[config.mk]
export PLATFORM = sky130hd
export DESIGN_NAME = mem_arbiter
export DESIGN_NICKNAME = d
export VERILOG_FILES = /design/src/rtl/mem_arbiter.sv
export SDC_FILE = /design/constraint.sdc
export NUM_CORES = 1
export LEC_CHECK = 0
export CORE_AREA = 2 2 140 115
export DETAILED_ROUTE_END_ITERATION = 10
export DIE_AREA = 0 0 142 117
export DONT_BUFFER_PORTS = 1
export PLACE_DENSITY = 0.65
export SYNTH_ARGS = -nofsm -noshare
export SYNTH_HDL_FRONTEND = slang
export SYNTH_SLANG_ARGS = --single-unit
[constraint.sdc]
create_clock -name clock -period 8 [get_ports clock]
set_clock_uncertainty 0.2 [all_clocks]
set_input_delay 2.4 -clock clock [delete_from_list [all_inputs] [get_ports clock]]
set_output_delay 2.4 -clock clock [all_outputs]
set_load 0.05 [all_outputs]
[src/rtl/mem_arbiter.sv]
// mem_arbiter: shares one req/ack memory bus between fetch and data requesters,
// alternating under contention and aborting accesses that never see mem_ack.
module mem_arbiter #(
  parameter int AW = 32,
  parameter int DW = 32,
  parameter int TO_CYC = 255,
  parameter int TO_W = 8
) (
  input  logic          clock,
  input  logic          reset,
  input  logic          if_req,
  input  logic [AW-1:0] if_addr,
  output logic [DW-1:0] if_rdata,
  output logic          if_ready,
  input  logic          me_rd,
  input  logic          me_wr,
  input  logic [AW-1:0] me_addr,
  input  logic [DW-1:0] me_wdata,
  output logic [DW-1:0] me_rdata,
  output logic          me_ready,
  output logic          mem_req,
  output logic          mem_we,
  output logic [AW-1:0] mem_addr,
  output logic [DW-1:0] mem_wdata,
  input  logic [DW-1:0] mem_rdata,
  input  logic          mem_ack,
  output logic          bus_err,
  output logic          arb_stall
);
  typedef enum logic [1:0] {IDLE, BUSY_IF, BUSY_ME, DONE} state_t;
  state_t state;
  logic lastMe;
  logic [TO_W-1:0] toCnt;
  logic mePend, grantMe, timeout;
  assign mePend = me_rd | me_wr;
  // data wins unless fetch is also waiting and data had the previous grant
  assign grantMe = mePend & (~if_req | ~lastMe);
  assign timeout = toCnt == TO_W'(TO_CYC - 1);
  assign arb_stall = (if_req & ~if_ready) | (mePend & ~me_ready);
  always_ff @(posedge clock or posedge reset)
    if (reset) begin
      state <= IDLE;
      lastMe <= 1'b0;
      toCnt <= '0;
      mem_req <= 1'b0;
      mem_we <= 1'b0;
      mem_addr <= '0;
      mem_wdata <= '0;
      if_rdata <= '0;
      me_rdata <= '0;
      if_ready <= 1'b0;
      me_ready <= 1'b0;
      bus_err <= 1'b0;
    end else begin
      case (state)
        IDLE: if (mePend | if_req) begin
          state <= grantMe ? BUSY_ME : BUSY_IF;
          lastMe <= grantMe;
          mem_req <= 1'b1;
          mem_we <= grantMe & me_wr;
          mem_addr <= grantMe ? me_addr : if_addr;
          mem_wdata <= grantMe ? me_wdata : mem_wdata;
          toCnt <= '0;
        end
        BUSY_IF, BUSY_ME: if (mem_ack | timeout) begin
          state <= DONE;
          mem_req <= 1'b0;
          mem_we <= 1'b0;
          bus_err <= ~mem_ack;
          if_ready <= state == BUSY_IF;
          me_ready <= state == BUSY_ME;
          // an aborted read returns all-ones; a store never touches me_rdata
          if (state == BUSY_IF) if_rdata <= mem_ack ? mem_rdata : '1;
          else if (!mem_we) me_rdata <= mem_ack ? mem_rdata : '1;
        end else toCnt <= toCnt + 1'b1;
        default: begin
          state <= IDLE;
          if_ready <= 1'b0;
          me_ready <= 1'b0;
          bus_err <= 1'b0;
        end
      endcase
    end
endmodule

======== Word level (Yosys, flattened, before mapping) ========
Cells that the tools add are included.
storage, ports and cells
  bits in registers ....................... 144
  output and inout bits ................... 134
  bits of input ports ..................... 134
  logic and storage cells ................. 67
operators by class
  bitwise logic cells ..................... 17
  reductions and logical operators ........ 11
  mux-type cells .......................... 20
  eq/ne operators ......................... 6
  $add $sub $neg .......................... 1
operator list
  kind                                            count
  2-to-1 mux 32 bit                               2
  2-to-1 mux 8 bit                                2
  case mux 8 bit (2 select lines)                 1
  AND reduction 3 bit                             4
  case mux 1 bit (2 select lines)                 5
  adder 8 x 1 -> 8 bit (second input constant)    1
  == test 8 bit (second input constant)           1
  NOT 1 bit                                       8
  2-to-1 mux 1 bit                                6
  2-to-1 mux 2 bit                                3
  != test 2 bit (second input constant)           3
  AND reduction 2 bit                             3
  OR 1 bit                                        5
  AND 1 bit                                       4
  case mux 2 bit (2 select lines)                 1
  AND reduction 4 bit                             1
  == test 2 x 1 -> 1 bit (second input constant)  1
  == test 2 bit (second input constant)           1
  zero test 2 bit                                 1
  nonzero test 2 bit                              1
  OR reduction 2 bit                              1

======== Depth between registers and ports, before layout ========
Gate-level depths: netlist (run 1).
  depth in word-level cells ............... 6
  gate-level depth with buffers ........... 7

======== Worst setup path after synthesis (run 1) ========
No wires, ideal clock.
  kind .................................... input-to-output
  start point ............................. in if_req
  end point ............................... out arb_stall
  setup slack ............................. 2.203 ns
  buffers on the path ..................... 0
  arrival time ............................ 3.197 ns
  required time ........................... 5.400 ns
  stages .................................. 2
  path through ............................ inv_1 o22ai_1
on the way
  word-level cells in the longest chain between the ends .. 2
RTL lines
  what             line  source
  start, declared  11    input logic if_req,
  AND 1 bit        39    assign arb_stall = (if_req & ~if_ready) | (mePend & ~me_ready);
  OR 1 bit         39
  end, declared    28    output logic arb_stall
No other way between the ends.

======== Final worst setup path (run 1) ========
Ends and elaborated chain as after synthesis.

==> run summary, run 1 <==
status - finished, final reports clean
CTS buffer count - 17
CTS tree - yes
XOR/XNOR share of the synthesized area - 0.001471
Clock Tree Buf Depth - 2
normalized max-slew margin - 0.1030
post-synthesis adder-cell area fraction - 0.01261
total gr overflow - 0
Top Family by Delay on Critical Path - compound AO/OA/AOI/OAI gates
Worst setup SP type - input pin
Bufs and invs on worst path - 1
DIE AREA - 16610 sq um
WS Path Type - input pin to primary output
Post-Syn Area - 5956 sq um
# setup viols final - 0
Simple-Gate Fraction of Synth Area - 0.05630
Die Ht - 117 um
Cell variety after synth - 35
ys flop type - dfrtp_1
Mapped Cells - 447
FF-to-FF End - if_rdata[4]
busiest grt layer - met2
Slew Limit Fails - 0
Setup crit end - arb_stall
GR Layer Usage met1 - 0.1690
critical path required time - 5.40 ns
largest net degree at the start of global routing - 78
Critical-path top delay cell - o22ai_1
drt pass-1 iters - 4
die width - 142 um
setup bufs post-CTS - 0
number of global-route vias before repair - 3772
CTS root buffer - clkbuf_16
WP depth - 2
CORE AREA - 15340 sq um
Detail Route Antenna Nets - 0
area delta synth->final - 11.97%
setup TNS - 0 ns
fin nets - 581
post-route clock period utilization - 0.7279
commonest non-fill, non-tap cell in the layout - dfrtp_1
synthesized flop and latch total - 144
Peak Freq - 171.7 MHz
setup ws final - 2.177 ns
largest family of logic cells by synthesized area - compound AO/OA/AOI/OAI gates
reg-to-reg startpoint - state[1]
Clock transition at path regs - 0.06 ns
Post-synth EDFFs - 0
Max Cap Violations - 0
syn_nets - 587
cell depth of the worst flop-to-flop path - 5
CP max FO - 4
H-tree levels - 4
share of layout cells above drive strength 1 - 0.1784
Avg WL per Cell - 21.01 um
Hold Fails Final Rpt - 0
Hold WC Path Type - register to register
post-synthesis mux area share - 0.1426
final core occ - 0.4348
drt drc - 0
Async S/R FF share, synth - 1.000
antenna violations before repair - 0
Worst-Skew Late Latency - 0.42 ns
Antenna diodes - 0
port bufs - 0
RSZ-0062 raised after global routing - false
GR Util All Layers - 0.1610
cts repair resizes - 0
Tmin final - 5.823 ns
Yosys warnings - 0
worst-margin pin slew - 1.342 ns
I/O pins - 268
initial cell density of the core - 0.3883
post-synthesis compound-gate area fraction - 0.1521
CTS Hold Bufs - 0
first-pass GRT wire length - 20040 um
drt total wl - 13600 um
Worst Setup SP - if_req
clk sink count - 144
most frequent cells in the layout - dfrtp_1 (144), o22a_1 (62), nand2_1 (42)
initial detailed-routing violation count - 138
met2 Track Usage GR - 0.2783
WP data arrival - 3.22 ns
synthesized area per cell - 13.32 sq um
Via density - 5.638
Site Rows - 41
met3 usage - 0.08299
GPL Wtd Cong - 0.7995
Critical Path End Type - primary output
via count - 3648
DPL Wire Length - 9905 um
cell breakdown of the critical path - inv_1, o22ai_1
pre-CTS WS - 2.175 ns
CP max stage delay - 0.80 ns
Seq/Total Area, Yosys - 0.6050
R2R Setup Slk - 5.00 ns
-- how the worst min path moves through the flow --
| stage | start | to | cells after the start | slack (ns) |
|---|---|---|---|---|
| global route | toCnt[6] | toCnt[6] | 1 | 0.34 |
| CTS | toCnt[6] | toCnt[6] | 1 | 0.31 |
| finish | toCnt[6] | toCnt[6] | 1 | 0.32 |
| floorplan | toCnt[6] | toCnt[6] | 1 | 0.27 |
| global placement | toCnt[6] | toCnt[6] | 1 | 0.29 |
| detailed placement | toCnt[6] | toCnt[6] | 1 | 0.30 |
-- state kept, by name, summed over array words and instances, names as in the netlist --
signal	count
if_rdata	32
me_rdata	32
mem_addr	32
mem_wdata	32
toCnt	8
state	2
bus_err	1
if_ready	1
lastMe	1
me_ready	1
mem_req	1
mem_we	1
-- kinds of logic (layout without fill, tap and decap cells) --
family / after synthesis / in the layout
and+or+nand+nor: 69 / 69
xor gates and xnor gates: 1 / 1
buffers and inverters: 35 / 42
muxes: 69 / 69
DFF: 144 / 144
AOI/OAI and AO/OA: 123 / 123
adders and majority gates: 6 / 6
-- Yosys cell counts (all sizes together) (2+ instances only) --
library cell	n	share of area
a21o	3	0.0040
a21oi	7	0.0071
a2bb2oi	2	0.0029
a31oi	10	0.011
and3	4	0.0042
buf	18	0.019
clkbuf	9	0.0057
dfrtp	144	0.61
ha	6	0.013
inv	8	0.0050
mux2	37	0.089
mux2i	32	0.054
nand2	42	0.026
nand2b	5	0.0053
nand3	4	0.0034
nor2	7	0.0044
nor3	3	0.0034
o21ai	34	0.029
o22a	62	0.091
o22ai	2	0.0021
o2bb2ai	2	0.0040
-- metal layers --
metal,vias up,share of wire
li1,1617,-
met1,1821,0.37
met2,193,0.51
met3,17,0.11
met4,0,0.017
met5,-,0
-- worst register-to-register path: stages (launching register included) --
cell and delay (ns):
dfrtp_1 0.40, inv_1 0.08, ha_1 0.58, inv_1 0.26
nor3b_4 1.12, o22a_1 0.30
-- per-stage QoR --
stage	area [sq um]	std cells	hold slack, ns
2_1_floorplan	5956	447	0.2651
3_3_place_gp	6085	615	0.2910
3_5_place_dp	6085	615	0.3047
4_1_cts	6669	647	0.3132
5_1_grt	6669	647	0.3442
6_report	6669	647	0.3159
-- layout make-up --
class | instances | area [sq um]
Clock buffer | 18 | 429.2
Inverter | 8 | 35.03
Clock inverter | 14 | 155.1
Multi-Input combinational cell | 268 | 2190
Fill cell | 1387 | 8670
Tap cell | 193 | 241.5
Sequential cell | 144 | 3603
Timing Repair Buffer | 2 | 15.01
Power of run 1 is not shown: default switching activity piles up to over one toggle a cycle in this logic, so the estimate is an artifact.
==> inputs of run 2 (changes only) <==
--- a/config.mk
+++ b/config.mk
@@ -9,7 +9,7 @@
 export DETAILED_ROUTE_END_ITERATION = 10
 export DIE_AREA = 0 0 142 117
 export DONT_BUFFER_PORTS = 1
-export PLACE_DENSITY = 0.65
+export PLACE_DENSITY = 0.67
 export SYNTH_ARGS = -nofsm -noshare
 export SYNTH_HDL_FRONTEND = slang
 export SYNTH_SLANG_ARGS = --single-unit
==> constraint.sdc (replaced) <==
create_clock -name clock -period 5 [get_ports clock]
set_clock_uncertainty 0.2 [all_clocks]
set_input_delay 1.5 -clock clock [delete_from_list [all_inputs] [get_ports clock]]
set_output_delay 1.5 -clock clock [all_outputs]
set_load 0.05 [all_outputs]
==> run 2 against run 1 <==
  * Sequential share of layout area is 0.34 points lower
  * Global-route usage is 1.1 points higher
  * Non-clock buffer count increased by 6
  * Wire length is 5.5% higher
  * Design area increased by 0.64%
  * First-iteration DRC count is 33% higher
  * Via count barely moved
  * Setup slack worse by 0.94 ns
  * Critical path depth up 1
  * Sequential cell count stayed put
  * Die area stayed put
  * Highest routed layer unchanged
  * Core utilization grew 0.28 points
==> run summary, run 2 (same netlist as run 1, synthesis figures left out) <==
cts repair resizes - 0
RSZ-0062 raised after global routing - false
number of global-route vias before repair - 3770
Clock Tree Buf Depth - 2
fin nets - 587
Max Cap Violations - 0
Register Area - 3603 sq um
WS Path Type - input pin to primary output
# setup viols final - 0
commonest non-fill, non-tap cell in the layout - dfrtp_1
GR Util All Layers - 0.1724
clk sink count - 144
setup ws final - 1.240 ns
Critical-path top delay cell - buf_4
setup TNS - 0 ns
Hold Fails Final Rpt - 0
Hold Startpoint - toCnt[3]
Worst Setup SP - if_req
H-tree levels - 4
CP max stage delay - 0.27 ns
CORE AREA - 15340 sq um
GPL Wtd Cong - 0.7896
Top Family by Delay on Critical Path - buffers and inverters
WP data arrival - 2.06 ns
status - finished, final reports clean
Critical Path End Type - primary output
via count - 3647
total gr overflow - 0
die width - 142 um
Detail Route Antenna Nets - 0
pre-CTS WS - 1.160 ns
Hold WC Path Type - register to register
fill count - 1398
Worst-Skew Late Latency - 0.42 ns
DIE AREA - 16610 sq um
reg-to-reg startpoint - state[0]
CTS root buffer - clkbuf_16
Via density - 5.576
cell breakdown of the critical path - inv_1, o22ai_1, buf_4
most frequent cells in the layout - dfrtp_1 (144), o22a_1 (62), nand2_1 (42)
Worst setup SP type - input pin
drt pass-1 iters - 4
post-route clock period utilization - 0.7521
Site Rows - 41
initial cell density of the core - 0.3883
worst-margin pin slew - 1.091 ns
CTS tree - yes
Die Ht - 117 um
Peak Freq - 265.9 MHz
antenna violations before repair - 2
Avg WL per Cell - 21.93 um
area of the multi-input gates - 2190 sq um
Tmin final - 3.760 ns
CP max FO - 4
share of layout cells above drive strength 1 - 0.1913
CTS buffer count - 17
Bufs and invs on worst path - 2
CTS Hold Bufs - 0
drt total wl - 14340 um
Slew Limit Fails - 0
initial detailed-routing violation count - 184
area delta synth->final - 12.69%
normalized max-slew margin - 0.2726
critical path required time - 3.30 ns
DPL Wire Length - 10500 um
Clock transition at path regs - 0.06 ns
drt drc - 0
port bufs - 0
first-pass GRT wire length - 21240 um
largest net degree at the start of global routing - 77
I/O pins - 268
setup bufs post-CTS - 0
==> run 2: changes by cell type in the layout (fill, tap and decap cells not counted) <==
| cell | before | now |
|---|---|---|
| clkbuf_8 | 0 | 2 |
| clkinv_2 | 3 | 1 |
| buf_4 | 2 | 8 |
| clkbuf_1 | 1 | 0 |
| clkinv_4 | 4 | 1 |
| clkinvlp_4 | 1 | 6 |
| diode_2 | 0 | 1 |
| bufinv_16 | 2 | 1 |
==> run 2: routing by layer <==
layer | part of all wire | up-vias | GRT usage
li1 | - | 1628 | -
met1 | 0.37 | 1799 | 0.1859
met2 | 0.51 | 202 | 0.2963
met3 | 0.10 | 18 | 0.07852
met4 | 0.019 | 0 | 0.07467
met5 | 0 | - | 0
==> run 2: metrics by stage <==
| step | hold WS (ns) | utilization | std cells | instance area, sq um |
|---|---|---|---|---|
| after global routing | 0.3438 | 0.4376 | 654 | 6711 |
| after floorplan | 0.2651 | - | 447 | 5959 |
| after detailed placement | 0.3117 | 0.3995 | 621 | 6128 |
| final | 0.3265 | 0.4376 | 654 | 6711 |
| after global placement | 0.2849 | 0.3995 | 621 | 6128 |
| after CTS | 0.3224 | 0.4374 | 653 | 6709 |
==> run 2: path summary, 6_finish.rpt <==
kind | end | slack (ns) | depth (start not counted)
setup / recovery | arb_stall | 1.24 | 3
hold / removal | toCnt[3] | 0.33 | 1
setup reg to reg | state[1] | 2.44 | 6
hold reg to reg | toCnt[3] | 0.33 | 1
max in group asynchronous | mem_addr[8] | 2.91 | 2
min in group asynchronous | mem_addr[20] | 1.03 | 2
==> run 2: cell type report <==
class                      count  area share
sequential                   144      0.5369
multi-input combinational    268      0.3262
antenna                        1   0.0003729
inverter                       8    0.005034
clock buffer                  19     0.06749
clock inverter                13     0.01902
tap                          193     0.03598
timing repair buffer           8    0.008949
Power of run 2 is left out for the same reason.
